File: src/rtl/counter_pkg.sv
// Shared constants for the programmable counter slice.
// Latency: n/a (constants only).
// Backpressure: n/a.
//
// Contents: direction/mode encodings and default parameter values used by
// counter_prog and counter_prescaler.
package counter_pkg;

  localparam logic DIR_UP    = 1'b1;
  localparam logic DIR_DOWN  = 1'b0;

  localparam logic MODE_WRAP = 1'b0;
  localparam logic MODE_SAT  = 1'b1;

  localparam int DEF_WIDTH   = 8;
  localparam int DEF_PRESC_W = 4;

endpackage

File: src/rtl/counter_prescaler.sv
// Clock-enable prescaler: emits tick once every presc_div+1 enabled cycles.
// Latency: tick is combinational from the prescaler state (same-cycle use).
// Backpressure: none; en=0 freezes the phase, clr restarts it.
//
// Ports: clk, rst (sync, active-high), en (advance), clr (restart phase),
//        presc_div (divide ratio minus one) -> tick.
module counter_prescaler
  import counter_pkg::*;
#(
  parameter int PRESC_W = DEF_PRESC_W
) (
  input  logic               clk,
  input  logic               rst,
  input  logic               en,
  input  logic               clr,
  input  logic [PRESC_W-1:0] presc_div,
  output logic               tick
);

  logic [PRESC_W-1:0] r_cnt;
  logic               w_hit;

  // ">=" rather than "==" so lowering presc_div mid-period cannot strand
  // the phase above the new terminal value.
  assign w_hit = (r_cnt >= presc_div);
  assign tick  = en & w_hit;

  always_ff @(posedge clk) begin
    if (rst) begin
      r_cnt <= '0;
    end else if (clr) begin
      r_cnt <= '0;
    end else if (en) begin
      if (w_hit) begin
        r_cnt <= '0;
      end else begin
        r_cnt <= r_cnt + PRESC_W'(1);
      end
    end
  end

endmodule

File: src/rtl/counter_prog.sv
// Programmable-modulus up/down counter with step, load, wrap/saturate, prescaler.
// Latency: count/flags update on the edge where the tick is seen; at_max/at_zero are combinational.
// Backpressure: none; count_en=0 holds count and prescaler phase.
//
// Ports: clk, rst (sync, active-high), count_en, count_clr, count_dir,
//        load_en/load_val, max_val (terminal), step, sat_mode, presc_div
//        -> count, overflow/underflow (1-cycle registered pulses), at_max, at_zero.
module counter_prog
  import counter_pkg::*;
#(
  parameter int WIDTH   = DEF_WIDTH,
  parameter int PRESC_W = DEF_PRESC_W
) (
  input  logic               clk,
  input  logic               rst,
  input  logic               count_en,
  input  logic               count_clr,
  input  logic               count_dir,
  input  logic               load_en,
  input  logic [WIDTH-1:0]   load_val,
  input  logic [WIDTH-1:0]   max_val,
  input  logic [WIDTH-1:0]   step,
  input  logic               sat_mode,
  input  logic [PRESC_W-1:0] presc_div,
  output logic [WIDTH-1:0]   count,
  output logic               overflow,
  output logic               underflow,
  output logic               at_max,
  output logic               at_zero
);

  logic [WIDTH-1:0] r_count;
  logic             r_ovf;
  logic             r_udf;

  logic             w_tick;
  logic             w_presc_clr;

  // All limit arithmetic is one bit wider than the counter so that
  // count+step and max_val+1 never truncate.
  logic [WIDTH:0]   w_cnt;
  logic [WIDTH:0]   w_max;
  logic [WIDTH:0]   w_mod;
  logic [WIDTH:0]   w_step;
  logic [WIDTH:0]   w_s;
  logic [WIDTH:0]   w_sum_up;
  logic [WIDTH:0]   w_wrap_up;
  logic [WIDTH:0]   w_down;
  logic [WIDTH:0]   w_wrap_dn;
  logic [WIDTH:0]   w_nxt;
  logic             w_ovf;
  logic             w_udf;
  logic [WIDTH-1:0] w_nxt_cnt;
  logic [WIDTH-1:0] w_load;
  logic             w_unused_msb;

  // Load and clear both restart the prescaler phase.
  assign w_presc_clr = count_clr | load_en;

  counter_prescaler #(
    .PRESC_W (PRESC_W)
  ) u_presc (
    .clk       (clk),
    .rst       (rst),
    .en        (count_en),
    .clr       (w_presc_clr),
    .presc_div (presc_div),
    .tick      (w_tick)
  );

  assign w_cnt     = {1'b0, r_count};
  assign w_max     = {1'b0, max_val};
  assign w_mod     = w_max + {{WIDTH{1'b0}}, 1'b1};
  assign w_step    = {1'b0, step};
  // A step larger than the modulus would wrap more than once; clamp it.
  assign w_s       = (w_step > w_mod) ? w_mod : w_step;
  assign w_sum_up  = w_cnt + w_s;
  assign w_wrap_up = w_sum_up - w_mod;
  assign w_down    = w_cnt - w_s;
  assign w_wrap_dn = w_cnt + w_mod - w_s;

  assign w_load    = (load_val > max_val) ? max_val : load_val;

  always_comb begin
    w_nxt = w_cnt;
    w_ovf = 1'b0;
    w_udf = 1'b0;
    if (w_s == '0) begin
      w_nxt = w_cnt;
    end else if (w_cnt > w_max) begin
      // Only reachable when max_val was lowered below the current count;
      // treated as an overflow whatever the direction.
      w_ovf = 1'b1;
      w_nxt = (sat_mode == MODE_SAT) ? w_max : '0;
    end else if (count_dir == DIR_UP) begin
      if (w_sum_up > w_max) begin
        w_ovf = 1'b1;
        w_nxt = (sat_mode == MODE_SAT) ? w_max : w_wrap_up;
      end else begin
        w_nxt = w_sum_up;
      end
    end else begin
      if (w_s > w_cnt) begin
        w_udf = 1'b1;
        w_nxt = (sat_mode == MODE_SAT) ? '0 : w_wrap_dn;
      end else begin
        w_nxt = w_down;
      end
    end
  end

  // Every branch above yields a value <= max_val, so the top bit is always 0.
  assign w_nxt_cnt    = w_nxt[WIDTH-1:0];
  assign w_unused_msb = w_nxt[WIDTH];

  always_ff @(posedge clk) begin
    if (rst) begin
      r_count <= '0;
      r_ovf   <= 1'b0;
      r_udf   <= 1'b0;
    end else if (count_clr) begin
      r_count <= '0;
      r_ovf   <= 1'b0;
      r_udf   <= 1'b0;
    end else if (load_en) begin
      r_count <= w_load;
      r_ovf   <= 1'b0;
      r_udf   <= 1'b0;
    end else if (w_tick) begin
      r_count <= w_nxt_cnt;
      r_ovf   <= w_ovf;
      r_udf   <= w_udf;
    end else begin
      r_ovf   <= 1'b0;
      r_udf   <= 1'b0;
    end
  end

  assign count     = r_count;
  assign overflow  = r_ovf;
  assign underflow = r_udf;
  assign at_max    = (r_count == max_val);
  assign at_zero   = (r_count == '0);

endmodule

File: config.mk
export PLATFORM = sky130hd
export DESIGN_NAME = counter_prog
export DESIGN_NICKNAME = d
export VERILOG_FILES = /design/src/rtl/counter_pkg.sv /design/src/rtl/counter_prescaler.sv /design/src/rtl/counter_prog.sv
export SDC_FILE = /design/constraint.sdc
export NUM_CORES = 1
export LEC_CHECK = 0
export CORE_ASPECT_RATIO = 1.2
export CORE_UTILIZATION = 45
export CTS_CLUSTER_DIAMETER = 50
export DETAILED_ROUTE_END_ITERATION = 10
export GPL_TIMING_DRIVEN = 0
export PLACE_DENSITY_LB_ADDON = 0.1
export SETUP_SLACK_MARGIN = 0.15
export SLEW_MARGIN = 40
export SYNTH_ARGS = -nofsm -noshare
export SYNTH_HDL_FRONTEND = slang
export SYNTH_SLANG_ARGS = --single-unit
File: constraint.sdc
create_clock -name clk -period 9.6 [get_ports clk]
set_input_delay 1.44 -clock clk [delete_from_list [all_inputs] [get_ports clk]]
set_output_delay 1.44 -clock clk [all_outputs]
set_load 0.005 [all_outputs]
# Word-level counts from Yosys, hierarchy flattened
# Index checks and enable logic that the tools add are counted.
dict set report word_totals {
  register_bits 14
  input_bits 35
  output_inout_bits 12
  elab_cells 47
}
dict set report op_classes {
  n_addsub 7
  order_cmp 6
  eq_ne 2
  mux 17
  bitwise_logic 3
  reduce_logical 8
}
# op n
set op_table {}
lappend op_table {{$mux 8} 11}
lappend op_table {{$sub 8x8->8} 3}
lappend op_table {{$gt 9x8->1} 2}
lappend op_table {{$gt 8x8->1} 2}
lappend op_table {{$add 8x1->9 const B} 1}
lappend op_table {{$add 8x9->9} 1}
lappend op_table {{$gt 8x9->1} 1}
lappend op_table {{$logic_not 9->1} 1}
lappend op_table {{$mux 9} 1}
lappend op_table {{$add 8x8->8} 1}
lappend op_table {{$eq 8x8->1} 1}
lappend op_table {{$logic_not 8->1} 1}
lappend op_table {{$reduce_or 7->1} 1}
lappend op_table {{$reduce_or 5->1} 1}
lappend op_table {{$add 4x1->4 const B} 1}
lappend op_table {{$ge 4x4->1} 1}
lappend op_table {{$mux 1} 4}
lappend op_table {{$mux 4} 1}
lappend op_table {{$reduce_or 2->1} 2}
lappend op_table {{$ne 2x2->1 const B} 1}
lappend op_table {{$reduce_and 2->1} 1}
lappend op_table {{$reduce_bool 2->1} 1}
lappend op_table {{$and 1x1->1} 1}
lappend op_table {{$not 1->1} 1}
lappend op_table {{$or 1x1->1} 1}

# Depth between registers and ports, before layout
# Gate-level depths: netlist of the first run.
dict set report depth {
  ltp_word 12
  mapped_depth 31
  depth_no_buf 28
}

# Modules after synthesis
# Synthesis of the first run repeated with hierarchy kept, for this count alone.
dict set report unflattened {
  hier_cells 546
  area_unflattened_um2 4206.5
}
# mod instances cells_per_inst area_per_inst_um2 seq_area_each_um2
set by_module_without_submodules {}
lappend by_module_without_submodules {counter_prog 1 511 3913.8 200.2}
lappend by_module_without_submodules {counter_prescaler 1 35 292.8 80.1}

# Worst setup path after synthesis of the first run
# Ideal clock, no wire load.
dict set report synth_path {
  path_kind {input to register}
  from {input port max_val[3]}
  to {register r_count[7] (netlist: count[7])}
  setup_time_ps 116
  arrival_time_ps 7107
  required_time_ps 9484
  path_slack_ps 2377
  stages 28
  path_buffers 3
  cell_sequence {buf_4 nand2_1 nor4_1 xnor2_1 inv_1 ha_1 o31a_1 o31ai_1 o21ba_2 nor2_1 clkbuf_1 a21o_1 ha_1 inv_1 fa_1 or2_1 a211o_1 a211oi_2 ha_1 o21a_1 o22ai_1 a32oi_1 nor2_1 clkbuf_1 nor4_1 a311oi_1 o211ai_1 a31o_2}
}
dict set report synth_between {
  elab_chain_cells 12
  elab_cells_between_ends 25
  classes_between {add/sub (6); order compare (5); eq/ne (1); mux (11); reduce/logical (2)}
}
# item line_no
set synth_rtl {}
lappend synth_rtl {{start: declaration} counter_prog.sv:21} ;# input logic [WIDTH-1:0] max_val,
lappend synth_rtl {{$add 8x1->9} counter_prog.sv:73} ;# assign w_mod = w_max + {{WIDTH{1'b0}}, 1'b1};
lappend synth_rtl {{$gt 8x9->1} counter_prog.sv:76} ;# assign w_s = (w_step > w_mod) ? w_mod : w_step;
lappend synth_rtl {{$mux 9} counter_prog.sv:76}
lappend synth_rtl {{$add 8x9->9} counter_prog.sv:77} ;# assign w_sum_up = w_cnt + w_s;
lappend synth_rtl {{$sub 8x8->8} counter_prog.sv:78} ;# assign w_wrap_up = w_sum_up - w_mod;
lappend synth_rtl {{$mux 8} counter_prog.sv:98} ;# w_nxt = (sat_mode == MODE_SAT) ? w_max : w_wrap_up;
lappend synth_rtl {{$mux 8} counter_prog.sv:96} ;# if (w_sum_up > w_max) begin
lappend synth_rtl {{$mux 8} counter_prog.sv:95} ;# end else if (count_dir == DIR_UP) begin
lappend synth_rtl {{$mux 8} counter_prog.sv:90} ;# end else if (w_cnt > w_max) begin
lappend synth_rtl {{$mux 8} counter_prog.sv:88} ;# if (w_s == '0) begin
lappend synth_rtl {{$mux 8} counter_prog.sv:129} ;# end else if (w_tick) begin
lappend synth_rtl {{$mux 8} counter_prog.sv:125} ;# end else if (load_en) begin
lappend synth_rtl {{end signal: assignment} counter_prog.sv:126} ;# r_count <= w_load;
lappend synth_rtl {{end signal: assignment} counter_prog.sv:130} ;# r_count <= w_nxt_cnt;
lappend synth_rtl {{end: declaration} counter_prog.sv:32} ;# logic [WIDTH-1:0] r_count;
# Several ways; a longest one is shown, not always the timed one. The select of a mux whose other input is x is not followed.
# A chain may end at the register's enable or synchronous reset.

# Worst setup path in the final report of the first run
dict set report layout_path {
  from {input port max_val[0]}
  to {register r_count[7] (netlist: count[7])}
}
# Same word-level chain as after synthesis.

==> reports/metrics.csv, run 1 <==
metric;value;unit
Clock Tree Root;clkbuf_8;
Die Y;104;um
clock-pin slew on the worst setup and hold paths;0.06;ns
CP most frequent cell;ha_1;
Syn Inst Count;510;
top-area cell type share of the netlist area;23.2;%
Rows;37;
Setup violations, final;0;
Yosys warnings;0;
hold violation total from the final report;0;
RSZ-0062 raised after global routing;no;
Die Width;87.4;um
FF+latch count, synth;14;
placed cell count;671;
area post-placement;4530;um^2
initial DRC count;223;
post-route clock period utilization;93.0;%
Final Skew;0.00127;ns
Overflow after GRT;0;
Mapped Area;3940;um^2
max_slew headroom;56.9;%
fraction of layout cells with a size suffix above 1;5.38;%
Syn Area/Cell;7.72;um^2
input/output buffers;44;
Cell Count, Final, Fillers Out;675;
maximum clock insertion buffer count;2;
Max Fclk;112;MHz
Hold/Removal Path Class;register to register;
vias in the first global route;3898;
drt total wl;12500;um
diode count;0;
simple-gate share of the synthesized area;19.7;%
largest net degree at the start of global routing;12;
most common cell after layout, fill and taps aside;ha_1;
Post-CTS Setup Repair Bufs;0;
leading area contributor after synthesis;ha_1;
Final Slew Violations;0;
Final nets;677;
Post-DP HPWL;10500;um
mux contribution to synthesized area;2.41;%
largest cells by area after synthesis;ha_1, dfxtp_1, inv_1;
Slew @ Worst Pin;0.644;ns
total clock sinks;14;
fin area;4610;um^2
Buf/Inv on CP;5;
IO Count;47;
WL/cell;18.5;um
Worst-Skew Late Latency;0.24;ns
drt pass-1 iters;5;
cell family contributing the most delay on the critical path;compound AO/OA/AOI/OAI gates;
final RePlAce weighted congestion;0.939;
Remaining DRCs;0;
Static Leak;2.06;nW
critical setup path kind;input pin to register;
CTS tree;yes;
core area;8520;um^2
CP max FO;11;
antenna viol nets, final;0;
Die ar.;9130;um^2
CP Data Required Time;9.74;ns
complex-gate fraction of the synthesized area;26.9;%
Synth Area in XOR/XNOR;7.97;%
count of cell types in the netlist;73;
CP endpoint kind;register;
CP Data Arrival Time;9.07;ns
most frequent cells in the layout;ha_1, inv_1, clkdlybuf4s50_1;
startpoint types;input pin;
max incr delay on CP;0.60;ns
status;complete, no violations;
largest family of logic cells by synthesized area;adder cells;
antenna violations before repair;0;
sequential area share after synthesis;7.12;%
GRT Util Overall;27.9;%
number of CTS-inserted buffers;3;
max_cap viols;0;
Main synth FF type;dfxtp_1;
routed vias/inst;5.88;
Final Critical Period;8.93;ns
area delta synth->final;17.0;%
maximum vdd drop;0.0604;mV
first-pass GRT wire length;19600;um
Synth Net Count;628;
EDFF count, synth;0;
power per cell area;123;nW/um^2
share of flip-flops with an asynchronous set or reset;0;%
Vias;3969;
H-Tree Level Count;1;
Initial Util;46.2;%
Adder-Cell Fraction of Synth Area;28.3;%
CP max stage cell;a2111oi_1;
## state kept, by name (all words and copies together) (netlist names)
signal,cells
u_presc.r_cnt,4
underflow,1
overflow,1
count,8
## layer usage
layer | vias to the layer above | part of all wire (%) | track usage [%]
met5 | - | 0 | 0
met4 | 0 | 2.9 | 9.13
met3 | 29 | 4.6 | 1.03
met2 | 128 | 49 | 49.4
met1 | 1851 | 43 | 35.5
li1 | 1961 | - | -
## path summary, 6_finish.rpt
kind	start	end	slack, ns	depth (start not counted)
max	max_val[0]	count[7]	0.67	29
min	u_presc.r_cnt[3]	u_presc.r_cnt[3]	0.53	2
max reg2reg	count[1]	count[5]	4.72	17
min reg2reg	u_presc.r_cnt[3]	u_presc.r_cnt[3]	0.53	2
## cell type report
class | instances | area (um^2)
Tap cell | 117 | 146
Timing Repair Buffer | 44 | 443
Clock buffer | 4 | 55.1
Inverter | 62 | 233
Sequential cell | 14 | 280
Buffer | 12 | 66.3
Fill cell | 869 | 3910
Multi-Input combinational cell | 422 | 3380
## power by group
part	internal, mW	switching (mW)
Sequential	0.0605	0.00761
Combinational	0.187	0.254
Clock	0.0363	0.0206
## metrics by stage
stage	util (%)	hold slack (ns)	power [mW]	TNS (ns)	setup slack, ns
after floorplan	-	0.483	0.378	0	2.38
after global placement	53.1	0.503	0.494	-0.0679	-0.0679
after detailed placement	53.1	0.514	0.501	-0.132	-0.110
after CTS	53.9	0.532	0.562	0	0.248
after global routing	54.1	0.578	0.618	0	0.200
final	54.1	0.532	0.567	0	0.669
## cells in the mapped netlist (all sizes together) (9+ instances only)
cell / number
o21bai: 9
xnor2: 22
nor3: 12
o21ai: 19
nor2: 41
nand4: 9
nand2: 25
o21a: 11
fa: 10
nor2b: 13
inv: 61
dfxtp: 14
a21oi: 38
ha: 73
## cell families after synthesis
group,count (synthesis)
AOI/OAI and AO/OA,150
xor gates and xnor gates,30
adders and majority gates,83
buffers and inverters,74
DFF,14
muxes,9
and+or+nand+nor,150
## worst register-to-register path: stages (launching register included)
cell and delay [ns]:
dfxtp_1 0.66, inv_1 0.20, ha_1 0.39, nor2b_1 0.27, o211a_1 0.22, o21ai_0 0.07
a21oi_1 0.25, nor4_1 0.12, or2_2 0.33, ha_1 0.31, o21a_1 0.13, o22ai_1 0.07
a32oi_1 0.29, nor2_1 0.19, clkbuf_1 0.27, a2111oi_0 0.59, nor3_1 0.14, o221a_2 0.26
## timing repair
item,CTS,global route
endpoints found under the setup margin,1,7
hold buffers,0,0
cloned,0,0
gates resized for setup,2,3
(Power assumes the default switching activity.)
==> run 2, diff against run 1 <==
--- a/config.mk
+++ b/config.mk
@@ -6,7 +6,7 @@
 export NUM_CORES = 1
 export LEC_CHECK = 0
 export CORE_ASPECT_RATIO = 1.2
-export CORE_UTILIZATION = 45
+export CORE_UTILIZATION = 30
 export CTS_CLUSTER_DIAMETER = 50
 export DETAILED_ROUTE_END_ITERATION = 10
 export GPL_TIMING_DRIVEN = 0
==> run 2 against run 1 <==
Effect of this change:
- power grew 8.0%
- register-to-register slack improved by 0.10 ns
- combinational power increased by 3%
- via count shrank 1.1%
- global-route usage is 7.7 points lower
- wire length up 9.0%
- critical endpoint unchanged
- largest cell class unchanged
- flip-flop and latch count is the same
- non-clock buffer count is 2 higher
- highest routed layer unchanged
==> reports/metrics.csv, run 2 (synthesis gave the netlist of run 1 again) <==
metric;value;unit;change
status;complete, no violations;;
Worst Slack Setup Final;0.780;ns;+0.111 ns
Static Leak;2.08;nW;+1.1%
power per cell area;129;nW/um^2;+5.3%
Final Skew;0.00223;ns;+0.000955 ns
startpoint types;input pin;;
routed vias/inst;5.42;;-7.8%
CP Data Arrival Time;8.96;ns;-0.11 ns
Setup violations, final;0;;unchanged
maximum vdd drop;0.0535;mV;-11%
antenna viol nets, final;0;;unchanged
Buf/Inv on CP;5;;unchanged
Worst-Skew Late Latency;0.24;ns;about the same
post-place setup slack;-0.271;ns;-0.161 ns
CP most frequent cell;ha_1;;
Final Slew Violations;0;;unchanged
RSZ-0062 raised after global routing;no;;
hold path endpoint;u_presc.r_cnt[3];;
met3 usage;1.17;%;+0.14 points
Max Fclk;113;MHz;+1.3%
maximum clock insertion buffer count;2;;unchanged
post-route clock period utilization;91.9;%;-1.2 points
CP max FO;11;;unchanged
Hold/Removal Path Class;register to register;;
Final Critical Period;8.82;ns;-0.111 ns
Worst Hold Depth;2;;unchanged
core area;12700;um^2;+49%
Rows;45;;+22%
max incr delay on CP;0.47;ns;-0.13 ns
drt total wl;13600;um;+9.0%
CTS tree;yes;;
r2r startpoint;count[4];;
Remaining DRCs;0;;unchanged
fraction of layout cells with a size suffix above 1;6.25;%;+0.87 points
WL/cell;18.8;um;+1.6%
final RePlAce weighted congestion;0.949;;+1.0%
critical setup path kind;input pin to register;;
cell family contributing the most delay on the critical path;compound AO/OA/AOI/OAI gates;;
largest net degree at the start of global routing;12;;unchanged
CP endpoint kind;register;;
Hold Buf Count CTS;0;;unchanged
GRT Util Overall;20.2;%;-7.7 points
IO Count;47;;unchanged
max_slew headroom;58.8;%;+1.8 points
most frequent cells in the layout;ha_1, inv_1, clkdlybuf4s50_1;;
fin area;4730;um^2;+2.6%
Initial Util;31.0;%;-15 points
area delta synth->final;20.0;%;
antenna violations before repair;0;;unchanged
Die ar.;13600;um^2;+49%
H-Tree Level Count;1;;unchanged
most common cell after layout, fill and taps aside;ha_1;;
CP max stage cell;a211oi_4;;
CP Data Required Time;9.74;ns;about the same
diode count;0;;unchanged
first-pass GRT wire length;21200;um;+8.3%
Die Width;107;um;+22%
max FFs per register;8;;unchanged
Die Y;128;um;+22%
GRT met1 Usage;26.4;%;-9.1 points
drt pass-1 iters;5;;unchanged
hold wc startpoint;u_presc.r_cnt[3];;
final hold slack;0.513;ns;-0.0190 ns
reg2reg setup slack;4.82;ns;+0.10 ns
Cell Count, Final, Fillers Out;724;;+7.3%
max_cap viols;0;;unchanged
Worst R2R Path Depth;17;;unchanged
Overflow after GRT;0;;unchanged
clock-pin slew on the worst setup and hold paths;0.05;ns;about the same
Power Total;0.612;mW;+8.0%
global route hottest layer;met2;;
R2R Path End;count[7];;
Slew @ Worst Pin;0.617;ns;-0.0274 ns
number of CTS-inserted buffers;3;;unchanged
setup_tns;0;ns;unchanged
Vias;3926;;-1.1%
Clock Tree Root;clkbuf_16;;
input/output buffers;44;;unchanged
area post-placement;4580;um^2;+1.3%
total clock sinks;14;;unchanged
FILL cells;1398;;+61%
post-layout util;37.1;%;-17 points
initial DRC count;217;;-2.7%
Final nets;679;;+0.30%
vias in the first global route;3868;;-0.77%
Post-DP HPWL;11400;um;+8.4%
hold violation total from the final report;0;;unchanged
met2 Use GR;36.2;%;-13 points
placed cell count;718;;+7.0%
[run 2: changes by cell type in the layout (fill, tap and decap cells not counted), sizes merged]
cell,previous run,this run
buf,5,7
[run 2: worst min-delay path: cells and delay by family (launching register included)]
| family | cells | cell delay, ns |
|---|---|---|
| XOR/XNOR | 1 | 0.07 |
| flip-flops | 1 | 0.34 |
| AND/OR/NAND/NOR | 1 | 0.07 |
[run 2: worst max path at each step]
stage	endpoint	cells past startpoint	slack (ns)	from
detailed placement	count[7]	29	-0.27	max_val[0]
global route	count[7]	29	0.27	max_val[1]
CTS	count[7]	29	0.19	max_val[0]
finish	count[7]	29	0.78	max_val[0]
global placement	count[7]	29	-0.22	max_val[0]
floorplan	count[7]	28	2.38	max_val[3]
[run 2: area by class of cell]
cell class              instances  area (um^2)  area share (%)
clock buffers                   4         88.8            1.88
plain buffers                  12         67.6            1.43
inverters                      62          233            4.92
repair buffers                 46          458            9.69
multi-input cells             422         3390            71.8
well taps                     164          205            4.34
flip-flops and latches         14          280            5.93
[run 2: timing repair]
action / in CTS / in global routing
hold endpoints to repair: 0 / 0
buffers inserted: 0 / 2
setup endpoints to repair: 1 / 7
resized for setup: 3 / 6
pin swaps: 0 / 1
[run 2: report_power, final]
| part | internal (mW) | total (mW) | switching (mW) |
|---|---|---|---|
| sequential | 0.0607 | 0.0679 | 0.00726 |
| clock | 0.0631 | 0.0873 | 0.0242 |
| combinational | 0.192 | 0.457 | 0.265 |
[run 2: routing by layer]
layer	wire length, um	part of all wire, %	vias to the layer above
met5	0	0	-
met4	300	2.2	0
met3	412	3.0	20
met2	6630	49	87
met1	6290	46	1871
li1	-	-	1948
==> run 3, diff against run 2 <==
--- a/config.mk
+++ b/config.mk
@@ -9,10 +9,12 @@
 export CORE_UTILIZATION = 30
 export CTS_CLUSTER_DIAMETER = 50
 export DETAILED_ROUTE_END_ITERATION = 10
+export GPL_ROUTABILITY_DRIVEN = 0
 export GPL_TIMING_DRIVEN = 0
 export PLACE_DENSITY_LB_ADDON = 0.1
 export SETUP_SLACK_MARGIN = 0.15
 export SLEW_MARGIN = 40
 export SYNTH_ARGS = -nofsm -noshare
 export SYNTH_HDL_FRONTEND = slang
+export SYNTH_HIERARCHICAL = 1
 export SYNTH_SLANG_ARGS = --single-unit
==> run 3 against run 2 <==
Effect of this change:
- flip-flop and latch count unchanged
- worst hold slack got worse by 0.023 ns
- global-route usage rose by 1.1 points
==> reports/metrics.csv, run 3 <==
metric;value;unit;change
status;complete, no violations;;
Main synth FF type;dfxtp_1;;
Slew @ Worst Pin;0.789;ns;+0.172 ns
power per cell area;134;nW/um^2;+3.2%
number of CTS-inserted buffers;3;;unchanged
area delta synth->final;18.3;%;
Syn Inst Count;546;;+7.1%
GRT Util Overall;21.3;%;+1.1 points
complex-gate fraction of the synthesized area;28.3;%;+1.4 points
Rows;47;;+4.4%
Final nets;713;;+5.0%
CP endpoint kind;register;;
largest family of logic cells by synthesized area;compound AO/OA/AOI/OAI gates;;
Hold/Removal Path Class;register to register;;
Vias;4337;;+10%
Yosys warnings;6;;+6
EDFF count, synth;0;;unchanged
antenna viol nets, final;0;;unchanged
CP Data Arrival Time;9.15;ns;+0.19 ns
Worst Hold Depth;2;;unchanged
drt pass-1 iters;5;;unchanged
Die Y;132;um;+3.3%
multi-input logic area;3640;um^2;+7.3%
drt total wl;15500;um;+14%
reg2reg setup slack;4.48;ns;-0.34 ns
RSZ-0062 raised after global routing;no;;
clock-pin slew on the worst setup and hold paths;0.04;ns;about the same
hold violation total from the final report;0;;unchanged
Clock Tree Root;clkbuf_16;;
largest cells by area after synthesis;ha_1, dfxtp_1, inv_1;;
Initial Util;30.6;%;-0.38 points
Post-DP HPWL;12900;um;+14%
Overflow after GRT;0;;unchanged
top-area cell type share of the netlist area;21.7;%;-1.5 points
max_slew headroom;47.4;%;-11 points
most common cell after layout, fill and taps aside;ha_1;;
maximum vdd drop;0.0899;mV;+68%
post-route clock period utilization;94.3;%;+2.4 points
Post-synth top cells;ha_1, inv_1, nor2_1;;
mux contribution to synthesized area;1.93;%;-0.48 points
Setup violations, final;0;;unchanged
core area;13800;um^2;+8.1%
WL/cell;20.3;um;+7.6%
H-Tree Level Count;1;;unchanged
simple-gate share of the synthesized area;22.6;%;+2.9 points
Worst-Skew Late Latency;0.24;ns;about the same
routed vias/inst;5.67;;+4.5%
vias in the first global route;4051;;+4.7%
max_cap viols;0;;unchanged
total clock sinks;14;;unchanged
Adder-Cell Fraction of Synth Area;26.5;%;-1.8 points
share of flip-flops with an asynchronous set or reset;0;%;unchanged
startpoint types;input pin;;
IO Count;47;;unchanged
Worst Slack Setup Final;0.551;ns;-0.228 ns
Remaining DRCs;0;;unchanged
most frequent cell after synthesis;ha_1;;
register area;280;um^2;unchanged
Die ar.;14500;um^2;+6.7%
r2r startpoint;count[1];;
diode count;0;;unchanged
FILL cells;1494;;+6.9%
critical setup path kind;input pin to register;;
Worst R2R Path Depth;16;;-1
FF+latch count, synth;14;;unchanged
Mapped Area;4210;um^2;+6.8%
CTS tree;yes;;
initial DRC count;398;;+83%
first-pass GRT wire length;23300;um;+9.5%
post-layout util;36.2;%;-0.97 points
input/output buffers;44;;unchanged
hold path endpoint;u_presc/r_cnt[0];;
Synth Area in XOR/XNOR;6.60;%;-1.4 points
Synth Net Count;664;;+5.7%
Die Width;110;um;+3.3%
Syn Area/Cell;7.70;um^2;-0.24%
Static Leak;2.13;nW;+2.6%
Final Skew;0.00227;ns;+0.0000422 ns
CP max FO;13;;+2
maximum clock insertion buffer count;2;;unchanged
antenna violations before repair;0;;unchanged
sequential area share after synthesis;6.66;%;-0.45 points
Power Total;0.665;mW;+8.7%
leading area contributor after synthesis;ha_1;;
R2R Path End;count[3];;
post-place setup slack;-0.412;ns;-0.140 ns
count of cell types in the netlist;83;;+14%
fraction of layout cells with a size suffix above 1;7.91;%;+1.7 points
most frequent cells in the layout;ha_1, inv_1, clkdlybuf4s50_1;;
Final Critical Period;9.05;ns;+0.228 ns
largest net degree at the start of global routing;14;;+2
CP Data Required Time;9.71;ns;-0.03 ns
Max Fclk;111;MHz;-2.5%
max FFs per register;8;;unchanged
hold wc startpoint;u_presc/r_cnt[0];;
Final Slew Violations;0;;unchanged
## run 3: routing by layer
| layer | vias up | wire length (um) | global-route usage, % |
|---|---|---|---|
| li1 | 2120 | - | - |
| met1 | 2084 | 6680 | 27.4 |
| met2 | 117 | 8010 | 38.8 |
| met3 | 16 | 552 | 0.694 |
| met4 | 0 | 258 | 4.61 |
| met5 | - | 0 | 0 |
## run 3: how the worst max path moves through the flow
stage | from | to | cells past startpoint
final | max_val[0] | count[3] | 28
after CTS | max_val[1] | count[2] | 29
after global routing | max_val[0] | count[2] | 29
after global placement | max_val[0] | count[2] | 29
after detailed placement | max_val[0] | count[2] | 28
after floorplan | max_val[2] | count[2] | 28
## run 3: power by group
| group | total [mW] | switching (mW) | internal (mW) | leakage (nW) |
|---|---|---|---|---|
| Clock | 0.0842 | 0.0214 | 0.0628 | 0.0442 |
| Combinational | 0.513 | 0.300 | 0.213 | 1.97 |
| Sequential | 0.0681 | 0.00746 | 0.0606 | 0.114 |
## run 3: final cells by class
type / instances / area share (%)
plain buffers: 17 / 1.96
clock buffers: 4 / 1.78
inverters: 57 / 4.30
multi-input cells: 458 / 73.2
flip-flops and latches: 14 / 5.63
well taps: 171 / 4.30
repair buffers: 44 / 8.87
## run 3: logic make-up after synthesis
family / count (synthesis)
buffers and inverters: 74
xor gates and xnor gates: 26
DFF: 14
AOI/OAI and AO/OA: 166
muxes: 8
and+or+nand+nor: 175
adders and majority gates: 83
## run 3: timing repair
item | in CTS | in global routing
hold endpoints to repair | 0 | 0
setup endpoints to repair | 8 | 8
buffers inserted | 0 | 0
hold buffers | 0 | 0
resized for setup | 3 | 6
## run 3: stage by stage
stage,cell area (um^2),cells,TNS [ns],hold WS [ns]
after floorplan,4210,546,0,0.456
after global placement,4860,761,-1.81,0.480
after detailed placement,4860,761,-1.90,0.493
after CTS,4950,765,0,0.499
after global routing,4980,765,0,0.525
final,4980,765,0,0.490
## run 3: critical path, stage by stage
cell           delay, ns
dlygate4sd2_1       0.64
ha_2                0.41
nand3_1             0.12
xnor2_1             0.30
inv_1               0.17
ha_1                0.36
and3_1              0.16
a32oi_1             0.06
a31oi_1             0.43
o21ai_2             0.17
clkbuf_2            0.22
o21ai_1             0.41
ha_1                0.26
inv_1               0.05
fa_1                0.42
or2_1               0.29
a2111o_1            0.39
o211ai_1            0.31
inv_1               0.14
ha_1                0.33
nand3_1             0.08
or4b_2              0.62
a21oi_1             0.21
o211ai_2            0.20
mux2i_1             0.21
o211ai_1            0.18
a222oi_1            0.45
a21oi_1             0.14
